## src/rtl/four_pkg.sv

```systemverilog
// ---------------------------------------------------------------------------
// four_pkg
//   Shared constants and helpers for the registered priority encoder.
//   DEFAULT_WIDTH : default number of request inputs (classic 4-to-2 encoder)
//   MIN_WIDTH     : smallest supported request vector width
//   MAX_WIDTH     : largest supported request vector width
//   idx_width()   : width of the encoded index needed for a given request width
// ---------------------------------------------------------------------------
package four_pkg;

  localparam int DEFAULT_WIDTH = 4;
  localparam int MIN_WIDTH     = 2;
  localparam int MAX_WIDTH     = 32;

  // Index width for a WIDTH-bit request vector; never below one bit so the
  // index port always exists.
  function automatic int idx_width(input int width);
    return (width <= 2) ? 1 : $clog2(width);
  endfunction

endpackage

```

## src/rtl/four_prio_comb.sv

```systemverilog
// ---------------------------------------------------------------------------
// four_prio_comb
//   Purely combinational priority encoder: reports the index of the
//   highest-numbered set bit of the request vector and whether any bit is set.
//   Ports:
//     w      in  WIDTH  request vector, higher index = higher priority
//     y_next out IDX_W  index of the highest set bit (0 when w is zero)
//     z_next out 1      1 when at least one request bit is set
// ---------------------------------------------------------------------------
module four_prio_comb
  import four_pkg::*;
#(
  parameter int WIDTH = DEFAULT_WIDTH,
  localparam int IDX_W = idx_width(WIDTH)
) (
  input  logic [WIDTH-1:0] w,
  output logic [IDX_W-1:0] y_next,
  output logic             z_next
);

  // Scanning upward and letting every later hit overwrite the earlier one
  // leaves the highest set bit as the winner. With w zero nothing overwrites
  // the zero default, so the index is driven to 0 as consumers expect.
  always_comb begin
    y_next = '0;
    z_next = |w;
    for (int i = 0; i < WIDTH; i++) begin
      if (w[i]) begin
        y_next = IDX_W'(i);
      end
    end
  end

endmodule

```

## src/rtl/four.sv

```systemverilog
// ---------------------------------------------------------------------------
// four
//   Registered priority encoder. One clock of latency from W to Y/z; there is
//   no combinational path from the request vector to the outputs.
//   Ports:
//     clk  in  1      system clock, rising edge
//     rst  in  1      synchronous active-high reset, wins over en
//     en   in  1      capture enable; outputs hold while low
//     W    in  WIDTH  request vector, higher index = higher priority
//     Y    out IDX_W  registered index of the highest set bit of W
//     z    out 1      registered "any request set" flag
// ---------------------------------------------------------------------------
module four
  import four_pkg::*;
#(
  parameter int WIDTH = DEFAULT_WIDTH,
  localparam int IDX_W = idx_width(WIDTH)
) (
  input  logic             clk,
  input  logic             rst,
  input  logic             en,
  input  logic [WIDTH-1:0] W,
  output logic [IDX_W-1:0] Y,
  output logic             z
);

  logic [IDX_W-1:0] y_next;
  logic             z_next;

  four_prio_comb #(
    .WIDTH (WIDTH)
  ) u_prio (
    .w      (W),
    .y_next (y_next),
    .z_next (z_next)
  );

  // Single output stage. Reset is checked first so a pending result is
  // discarded even when en is high in the same cycle.
  always_ff @(posedge clk) begin
    if (rst) begin
      Y <= '0;
      z <= 1'b0;
    end else if (en) begin
      Y <= y_next;
      z <= z_next;
    end
  end

endmodule

```

## config.mk

```make
export PLATFORM = sky130hd
export DESIGN_NAME = four
export DESIGN_NICKNAME = d
export VERILOG_FILES = /design/src/rtl/four_pkg.sv /design/src/rtl/four_prio_comb.sv /design/src/rtl/four.sv
export SDC_FILE = /design/constraint.sdc
export NUM_CORES = 1
export LEC_CHECK = 0
export ABC_AREA = 1
export BUFFER_PORTS_ARGS = -buffer_cell sky130_fd_sc_hd__buf_4
export CAP_MARGIN = 20
export CORE_AREA = 2 2 39 41
export DETAILED_ROUTE_END_ITERATION = 7
export DIE_AREA = 0 0 41 43
export PLACE_DENSITY = 0.34
export SKIP_LAST_GASP = 1
export SYNTH_ARGS = -nofsm -noshare
export SYNTH_HDL_FRONTEND = slang
export SYNTH_SLANG_ARGS = --single-unit
```

## constraint.sdc

```tcl
create_clock -name clk -period 0.95 [get_ports clk]
set_clock_uncertainty 0.15 [all_clocks]
set_input_delay 0.1425 -clock clk [delete_from_list [all_inputs] [get_ports clk]]
set_output_delay 0.1425 -clock clk [all_outputs]
set_load 0.01 [all_outputs]
```

; Yosys cells after proc, flatten, opt, wreduce, memory -nomap -nowiden
; Cells that the tools add are included.
[classes]
mux = 3
reduce_logical = 1
[ops]
columns = operator, n
row1 = $mux 2, 2
row2 = $reduce_or 4->1, 1
row3 = $mux 1, 1
[word_totals]
reg_bits = 3
in_bits = 7
out_inout_bits = 3
word_cells = 6

; Longest topological paths before layout
; Gate-level depths: netlist of run 1.
[logic_depth]
depth_word = 3
ltp_mapped = 4

; Modules after synthesis
; From an unflattened synthesis of run 1, not the netlist that was laid out.
[hier_totals]
cells_unflattened = 27
hier_area_um2 = 152.6
[modules_own_cells]
columns = mod, instances, cells_per_inst, area_per_inst_um2
row1 = four, 1, 19, 120.1
row2 = four_prio_comb, 1, 8, 32.5

; Worst setup path after synthesis of run 1
; OpenSTA, ideal clock, no wires.
[synth_path]
path_type = register -> register
start = reg Y[1] (netlist name)
end = reg Y[1]
setup_time_ns = 0.119
arrival_ns = 0.510
path_slack_ns = 0.170
stages_incl_launch_ff = 3
period_less_slack_ns = 0.780
cell_sequence = dfxtp_1 o21ai_0 a21oi_1
[synth_lines]
columns = item, line
row1 = to (signal assigned), four.sv:45  ; Y <= y_next;
row2 = to (decl), four.sv:23  ; output logic [IDX_W-1:0] Y,

; Worst setup path in the final report of run 1
[layout_path]
start = reg Y[1]
end = out Y[1]
; No word-level cell between the ends.

==> results of run 1 <==
[what timing repair did]
item | in CTS | in global routing
setup endpoints to repair | 3 | 4
resized for setup | 6 | 0
endpoints found under the hold margin | 2 | 1
pin swaps | 0 | 1
[flip-flops by register name (all words and copies together), names as in the netlist]
signal	flops
z	1
Y	2
[power by group]
part / internal, uW / total [uW] / leakage [uW] / switching, uW
combinational: 40.6 / 66.7 / 0.0000909 / 26.1
clock: 157 / 219 / 0.0000150 / 62.2
sequential: 139 / 145 / 0.0000258 / 6.09
total: 336 / 431 / 0.000132 / 94.4
[layout make-up]
type                    instances  area, um^2  share of cell area [%]
repair buffers                  9        78.8                    30.9
flip-flops and latches          3        63.8                    25.0
multi-input cells              12        51.3                    20.1
clock buffers                   4        26.3                    10.3
well taps                      16        20.0                    7.84
inverters                       4        15.0                    5.88
[cells by family (layout without fill, tap and decap cells)]
group	after synthesis	count (layout)
simple gates	8	8
buf+inv	4	17
compound gates	4	4
flops	3	3
[synthesized netlist by cell type]
cell     count  area (um^2)
o21ai_0      2         10.0
dfxtp_1      3         60.1
inv_1        4         15.0
nand2_1      2         7.51
a21oi_1      2         10.0
nand3_1      1         5.00
nor2_1       5         18.8
[layout by cell type, fill, tap and decap left out]
master	n
buf_4	6
nor2_1	5
inv_1	4
dfxtp_2	3
clkbuf_4	3
buf_6	3
nand2_1	2
o21ai_0	2
a21oi_1	2
nand3_1	1
clkbuf_1	1
[routing by layer]
metal | GRT usage (%) | up-vias
li1 | - | 84
met1 | 4.17 | 64
met2 | 6.25 | 8
met3 | 4.71 | 0
met4 | 6.00 | 0
met5 | 0 | -
[metrics by stage]
stage	area, um^2	power (uW)	TNS [ns]
floorplan	126	164	0
global placement	214	204	0
detailed placement	214	205	0
CTS	265	448	-0.0252
global route	255	467	-0.0677
finish	255	431	0
[worst paths after layout]
check | from | endpoint | slack, ns
worst max-delay path | Y[1] | Y[1] | 0.003
worst min-delay path | en | Y[1] | -0.03
worst max register to register | z | z | 0.17
worst min register to register | Y[0] | Y[0] | 0.38
==> impl_results.md, run 1 <==
* Crit end category: primary output
* Share of cells above drive strength 1 at 46.9%
* Synth Area in Compound Gates at 15.8%
* Crit-path slowest cell: dfxtp_2
* Hold depth at 2
* Pleak at 0.000132 uW
* # setup viols final at 0
* Final RePlAce weighted congestion at 0.555
* # IOs at 10
* CP Launch Type: flop
* Syn_area_per_cell at 6.65 um^2
* Initial drt markers at 2
* Initial Util at 9.13%
* Max Fclk at 1060 MHz
* Power density over the cells at 1690 nW/um^2
* Die ar. at 1760 um^2
* Largest family of logic cells by synthesized area: simple AND/OR/NAND/NOR gates
* Met3 WL at 43 um
* Clk sinks at 3
* 1st-pass router iterations at 2
* Final max-slew violation count at 0
* CTS Buf Count at 3
* Crit. path cell count at 1
* # H-tree levels at 1
* Final min period at 0.947 ns
* Via density at 3.25
* Worst-Margin Slew at 0.127 ns
* Post-DRT Antenna Nets at 0
* CTS hold repair buffers at 1
* Type of the tightest min-delay check: in -> reg
* First-pass GRT wire length at 524 um
* Synth Register Bits at 3
* Fin cells at 48
* Post-Synthesis Cells at 19
* Worst-case clock buffer depth at 2
* Port bufs at 9
* CTS tree: built
* Maximum capacitance violations at 0
* Synthesized netlist net count at 26
* Mux contribution to synthesized area at 0%
* Worst rel slew slack at 91.5%
* Die width at 41 um
* Outcome: finished, violations left
* Die Span Y at 43 um
* DR top layer: met3
* M1 WL at 128 um
* Reg2Reg Depth at 4
* Worst EP required at 0.66 ns
* Critical path arrival at 0.65 ns
* Via count at 156
* Core Rows at 14
* Largest net degree at the start of global routing at 7
* Crit-path leading delay family: flip-flops
* RSZ-0062 raised after global routing: true
* Post-Place Cells at 44
* Clock slew at reported path FFs at 0.03 ns
* Congestion Overflow GR at 0
* Critical path, cell by cell: buf_6
* Number of global-route vias before repair at 154
* Met2 Wirelength at 177 um
* Total track usage at 5.12%
* Post-Route WL at 348 um
* Fill count at 157
* Synthesis-to-finish area growth at 102%
* Final WS setup at 0.00339 ns
* Routed WL per cell at 7.25 um
* Initial antenna violation count at 0
* Nets@finish at 40
* CTS root buf: clkbuf_4
* Failing checks: negative hold slack
* Synth warn at 0
* Final core utilization at 18.4%
* Worst-Skew Late Latency at 0.23 ns
* WP buf/inv at 1
* Hold_ws at -0.0257 ns
* Simple logic cell fraction of the synthesized area at 24.8%
* Core area at 1380 um^2
* Synthesized area at 126 um^2
* Fraction of the yosys area taken by sequential cells at 47.5%
* Post-CTS Setup Inserts at 0
* Final worst-path cycle share at 99.6%
* Slowest stage delay, CP at 0.31 ns
* Setup CP Type: reg -> out
* Post-place setup slack at 0.106 ns
* Inserted Diodes at 0
* Synth Area in Adders at 0%
* Xor/xnor share of the synthesized area at 0%
* Count of different cell masters after synthesis at 7
* VDD IR max at 287 uV
* Final routed DRC violation total at 0
* Fin. Hold Viols at 1
* Peak fanout along the critical path at 2
Power figures use the tool's default switching activity.
==> run 2: changes to the inputs <==
--- a/config.mk
+++ b/config.mk
@@ -8,10 +8,12 @@
 export ABC_AREA = 1
 export BUFFER_PORTS_ARGS = -buffer_cell sky130_fd_sc_hd__buf_4
 export CAP_MARGIN = 20
+export CELL_PAD_IN_SITES_DETAIL_PLACEMENT = 1
+export CELL_PAD_IN_SITES_GLOBAL_PLACEMENT = 2
 export CORE_AREA = 2 2 39 41
 export DETAILED_ROUTE_END_ITERATION = 7
 export DIE_AREA = 0 0 41 43
-export PLACE_DENSITY = 0.34
+export PLACE_DENSITY = 0.53
 export SKIP_LAST_GASP = 1
 export SYNTH_ARGS = -nofsm -noshare
 export SYNTH_HDL_FRONTEND = slang
==> impl_results.md, run 2 (same netlist as run 1, synthesis figures left out) <==
* Outcome: finished, violations left
* Failing checks: negative hold slack, negative setup slack
* Largest net degree at the start of global routing at 7 (unchanged)
* Post-place setup slack at 0.0956 ns (-0.0106 ns)
* Maximum capacitance violations at 0 (unchanged)
* CTS tree: built
* Peak fanout along the critical path at 2 (unchanged)
* Initial antenna violation count at 0 (unchanged)
* 1st-pass router iterations at 1 (-1)
* Worst-case clock buffer depth at 2 (unchanged)
* Post-DRT Antenna Nets at 0 (unchanged)
* Core Rows at 14 (unchanged)
* Pleak at 0.000132 uW (unchanged)
* Total track usage at 6.12% (+1.0 points)
* Die ar. at 1760 um^2 (unchanged)
* Final RePlAce weighted congestion at 0.621 (+12%)
* Final WS setup at -0.00405 ns (-0.00745 ns)
* Final worst-path cycle share at 100% (+0.78 points)
* Die Span Y at 43 um (unchanged)
* Reg2Reg Depth at 2 (-2)
* VDD IR max at 568 uV (+98%)
* # IOs at 10 (unchanged)
* Final max-slew violation count at 0 (unchanged)
* First-pass GRT wire length at 621 um (+19%)
* # setup viols final at 3 (+3)
* Fin. Hold Viols at 1 (unchanged)
* Power density over the cells at 1710 nW/um^2 (+1.3%)
* Slowest stage delay, CP at 0.32 ns (about the same)
* Nets@finish at 40 (unchanged)
* Max Fclk at 1050 MHz (-0.78%)
* Biggest register: Y
* Commonest non-fill, non-tap cell in the layout: buf_4
* Final routed DRC violation total at 0 (unchanged)
* Initial Util at 9.13% (unchanged)
* Commonest cells after routing, fill and taps aside: 6 x buf_4, 5 x nor2_1, 4 x inv_1
* R2R Setup Slk at 0.16 ns (about the same)
* Crit end category: primary output
* Number of global-route vias before repair at 186 (+21%)
* Port bufs at 9 (unchanged)
* Worst EP required at 0.66 ns (about the same)
* Max reg flops at 2 (unchanged)
* Via density at 3.44 (+5.8%)
* Synthesis-to-finish area growth at 102% (unchanged)
* Launch point of the worst path: Y[1]
* CP Launch Type: flop
* Worst-Skew Late Latency at 0.23 ns (about the same)
* CTS hold repair buffers at 1 (unchanged)
* Critical path, cell by cell: buf_6
* # H-tree levels at 1 (unchanged)
* Crit-path slowest cell: dfxtp_2
* Crit Reg-Reg Endpoint: Y[1]
* Worst Hold Path EP: Y[1]
* Via count at 165 (+5.8%)
* Routed WL per cell at 7.63 um (+5.2%)
* Worst rel slew slack at 91.3% (-0.22 points)
* RSZ-0062 raised after global routing: true
* Worst-Margin Slew at 0.130 ns (+0.00334 ns)
* Inserted Diodes at 0 (unchanged)
* Die width at 41 um (unchanged)
* Setup CP Type: reg -> out
* Critical path arrival at 0.66 ns (about the same)
* Crit-path leading delay family: flip-flops
* Worst Min Path Start: en
* Final HPWL DP at 304 um
* Hold_ws at -0.0281 ns (-0.00243 ns)
* CTS root buf: clkbuf_4
* WP buf/inv at 1 (unchanged)
* Post-Route WL at 366 um (+5.2%)
* Congestion Overflow GR at 0 (unchanged)
* Core area at 1380 um^2 (unchanged)
* Top Registers: Y x2, z x1
* Total power at 436 uW (+1.3%)
* Final core utilization at 18.4% (unchanged)
* Clk sinks at 3 (unchanged)
* Clock slew at reported path FFs at 0.04 ns (about the same)
* Share of cells above drive strength 1 at 46.9% (unchanged)
* Type of the tightest min-delay check: in -> reg
* CTS Buf Count at 3 (unchanged)
* Final min period at 0.954 ns (+0.00745 ns)
* Hold depth at 2 (unchanged)
* Worst r2r src: Y[1]
* Initial drt markers at 0 (-2)
-- run 2: cell counts in the layout (fill, tap and decap cells not counted) --
No cell type changed its count.
-- run 2: routing by layer --
metal | routed length (um) | global-route usage [%] | part of all wire, %
met3 | 40 | 7.85 | 11
met5 | 0 | 0 | 0
met1 | 146 | 4.17 | 40
met2 | 179 | 8.44 | 49
met4 | 0 | 4.00 | 0
-- run 2: layout make-up --
type | instances | area, um^2
clock buffers | 4 | 26.3
well taps | 16 | 20.0
repair buffers | 9 | 78.8
flip-flops and latches | 3 | 63.8
multi-input cells | 12 | 51.3
inverters | 4 | 15.0
fillers | 175 | 1130
-- run 2: stage by stage --
step                 TNS, ns  hold WS [ns]  instance area, um^2  cells
finish              -0.00635       -0.0281                  255     48
global route         -0.0809       -0.0199                  255     48
CTS                  -0.0511      -0.00120                  265     49
detailed placement         0         0.217                  214     44
global placement           0         0.234                  214     44
floorplan                  0        0.0819                  126     19
-- run 2: repair_timing --
action                     CTS  global route
pin swaps                    0             1
resized for setup            6             0
buffers inserted             0             0
hold endpoints to repair     2             1
setup endpoints to repair    3             4
-- run 2: worst max path at each step --
stage | endpoint | depth (start not counted)
after floorplan | Y[1] | 2
after global placement | z | 5
after detailed placement | z | 5
after CTS | Y[1] | 1
after global routing | Y[1] | 1
final | Y[1] | 1
-- run 2: power by group --
group / internal, uW / leakage, uW / switching [uW]
sequential: 139 / 0.0000258 / 6.51
combinational: 40.5 / 0.0000909 / 26.1
clock: 157 / 0.0000150 / 67.1
==> run 3: changes to the inputs <==
--- a/config.mk
+++ b/config.mk
@@ -8,12 +8,13 @@
 export ABC_AREA = 1
 export BUFFER_PORTS_ARGS = -buffer_cell sky130_fd_sc_hd__buf_4
 export CAP_MARGIN = 20
-export CELL_PAD_IN_SITES_DETAIL_PLACEMENT = 1
-export CELL_PAD_IN_SITES_GLOBAL_PLACEMENT = 2
+export CELL_PAD_IN_SITES_DETAIL_PLACEMENT = 0
+export CELL_PAD_IN_SITES_GLOBAL_PLACEMENT = 1
 export CORE_AREA = 2 2 39 41
 export DETAILED_ROUTE_END_ITERATION = 7
 export DIE_AREA = 0 0 41 43
-export PLACE_DENSITY = 0.53
+export GPL_ROUTABILITY_DRIVEN = 0
+export PLACE_DENSITY = 0.44
 export SKIP_LAST_GASP = 1
 export SYNTH_ARGS = -nofsm -noshare
 export SYNTH_HDL_FRONTEND = slang
==> impl_results.md, run 3 (same netlist as run 1, synthesis figures left out) <==
* Post-Route WL at 347 um (-5.2%)
* WP buf/inv at 1 (unchanged)
* Crit Reg-Reg Endpoint: z
* Setup CP Type: reg -> out
* Post-CTS Setup Inserts at 0 (unchanged)
* Port bufs at 9 (unchanged)
* Die width at 41 um (unchanged)
* RSZ-0062 raised after global routing: true
* Initial antenna violation count at 0 (unchanged)
* Final min period at 0.952 ns (-0.00189 ns)
* # H-tree levels at 1 (unchanged)
* Die Span Y at 43 um (unchanged)
* Worst EP required at 0.66 ns (about the same)
* Worst-Skew Late Latency at 0.23 ns (about the same)
* Total track usage at 6.01% (-0.11 points)
* Register area at 63.8 um^2 (unchanged)
* Post-Place Cells at 44 (unchanged)
* # setup viols final at 2 (-1)
* Max reg flops at 2 (unchanged)
* Worst-Margin Slew at 0.127 ns (-0.00335 ns)
* Via density at 3.27 (-4.8%)
* Critical path, cell by cell: buf_6
* Die ar. at 1760 um^2 (unchanged)
* Routed WL per cell at 7.23 um (-5.2%)
* CTS hold repair buffers at 1 (unchanged)
* Critical path arrival at 0.66 ns (about the same)
* CP endpoint: z
* Worst r2r src: z
* Top Registers: Y x2, z x1
* Worst rel slew slack at 91.5% (+0.23 points)
* Final WS setup at -0.00216 ns (+0.00189 ns)
* Power density over the cells at 1690 nW/um^2 (-0.89%)
* Final max-slew violation count at 0 (unchanged)
* Post-DRT Antenna Nets at 0 (unchanged)
* Maximum capacitance violations at 0 (unchanged)
* Crit-path slowest cell: dfxtp_2
* Synthesis-to-finish area growth at 102% (unchanged)
* Failing checks: negative hold slack, negative setup slack
* Hold_ws at -0.0284 ns (-0.000275 ns)
* Reg2Reg Depth at 4 (+2)
* Via count at 157 (-4.8%)
* Inserted Diodes at 0 (unchanged)
* Total power at 432 uW (-0.89%)
* R2R Setup Slk at 0.17 ns (about the same)
* Largest net degree at the start of global routing at 7 (unchanged)
* Final worst-path cycle share at 100% (-0.20 points)
* Initial drt markers at 0 (unchanged)
* Fill count at 160 (-8.6%)
* CTS tree: built
* Fin. Hold Viols at 1 (unchanged)
* Crit end category: primary output
* Commonest non-fill, non-tap cell in the layout: buf_4
* Clock slew at reported path FFs at 0.03 ns (about the same)
* Peak fanout along the critical path at 2 (unchanged)
* CP Launch Type: flop
* Type of the tightest min-delay check: in -> reg
* Core area at 1380 um^2 (unchanged)
* Multi-input gate area at 51.3 um^2 (unchanged)
* Outcome: finished, violations left
* Fin cells at 48 (unchanged)
* 1st-pass router iterations at 1 (unchanged)
* Post-place setup slack at 0.107 ns (+0.0119 ns)
* Nets@finish at 40 (unchanged)
* CTS root buf: clkbuf_4
* Crit-path leading delay family: flip-flops
* Congestion Overflow GR at 0 (unchanged)
* CTS Buf Count at 3 (unchanged)
* Number of global-route vias before repair at 145 (-22%)
* # IOs at 10 (unchanged)
* Launch point of the worst path: z
* Crit. path cell count at 1 (unchanged)
* Final HPWL DP at 258 um (-15%)
* Worst-case clock buffer depth at 2 (unchanged)
* Max Fclk at 1050 MHz (+0.20%)
* VDD IR max at 558 uV (-1.7%)
* Final routed DRC violation total at 0 (unchanged)
* Pleak at 0.000132 uW (unchanged)
* Slowest stage delay, CP at 0.32 ns (about the same)
* Commonest cells after routing, fill and taps aside: 6 x buf_4, 5 x nor2_1, 4 x inv_1
* Clk sinks at 3 (unchanged)
* Final core utilization at 18.4% (unchanged)
* Biggest register: Y
* Core Rows at 14 (unchanged)
* Share of cells above drive strength 1 at 46.9% (unchanged)
* Initial Util at 9.13% (unchanged)
* First-pass GRT wire length at 572 um (-7.9%)
-- run 3: how the worst min path moves through the flow --
| stage | from | endpoint | slack, ns | cells past startpoint |
|---|---|---|---|---|
| 3_5_place_dp | en | Y[1] | 0.21 | 2 |
| 6_report | en | Y[1] | -0.03 | 2 |
| 4_1_cts | rst | z | -0.002 | 4 |
| 3_3_place_gp | en | Y[1] | 0.21 | 2 |
| 2_1_floorplan | en | Y[1] | 0.08 | 1 |
| 5_1_grt | en | Y[1] | -0.02 | 2 |
-- run 3: cell type report --
cell class | instances | area share, %
Sequential cell | 3 | 25.0
Inverter | 4 | 5.88
Tap cell | 16 | 7.84
Clock buffer | 4 | 10.3
Multi-Input combinational cell | 12 | 20.1
Timing Repair Buffer | 9 | 30.9
-- run 3: repair_timing --
action                                  4_1_cts  5_1_grt
endpoints found under the setup margin        3        4
gates resized for setup                       6        0
endpoints found under the hold margin         2        1
pin swaps                                     0        1
-- run 3: per-stage QoR --
step	TNS [ns]	cell area, um^2
6_report	-0.00236	255
5_1_grt	-0.0805	255
4_1_cts	-0.0332	265
3_5_place_dp	0	214
3_3_place_gp	0	214
2_1_floorplan	0	126
-- run 3: routing by layer --
layer  GRT usage, %  routed length [um]  vias to the layer above
met1           6.39                 166                       57
met2           5.00                  90                       12
li1               -                   -                       86
met3           9.42                  87                        2
met4           4.00                   4                        0
met5              0                   0                        -
-- run 3: report_power, final --
| part | total, uW | switching [uW] | leakage, uW | internal, uW |
|---|---|---|---|---|
| Sequential | 146 | 7.19 | 0.0000258 | 139 |
| Combinational | 65.6 | 25.1 | 0.0000909 | 40.5 |
| Clock | 221 | 63.7 | 0.0000150 | 157 |
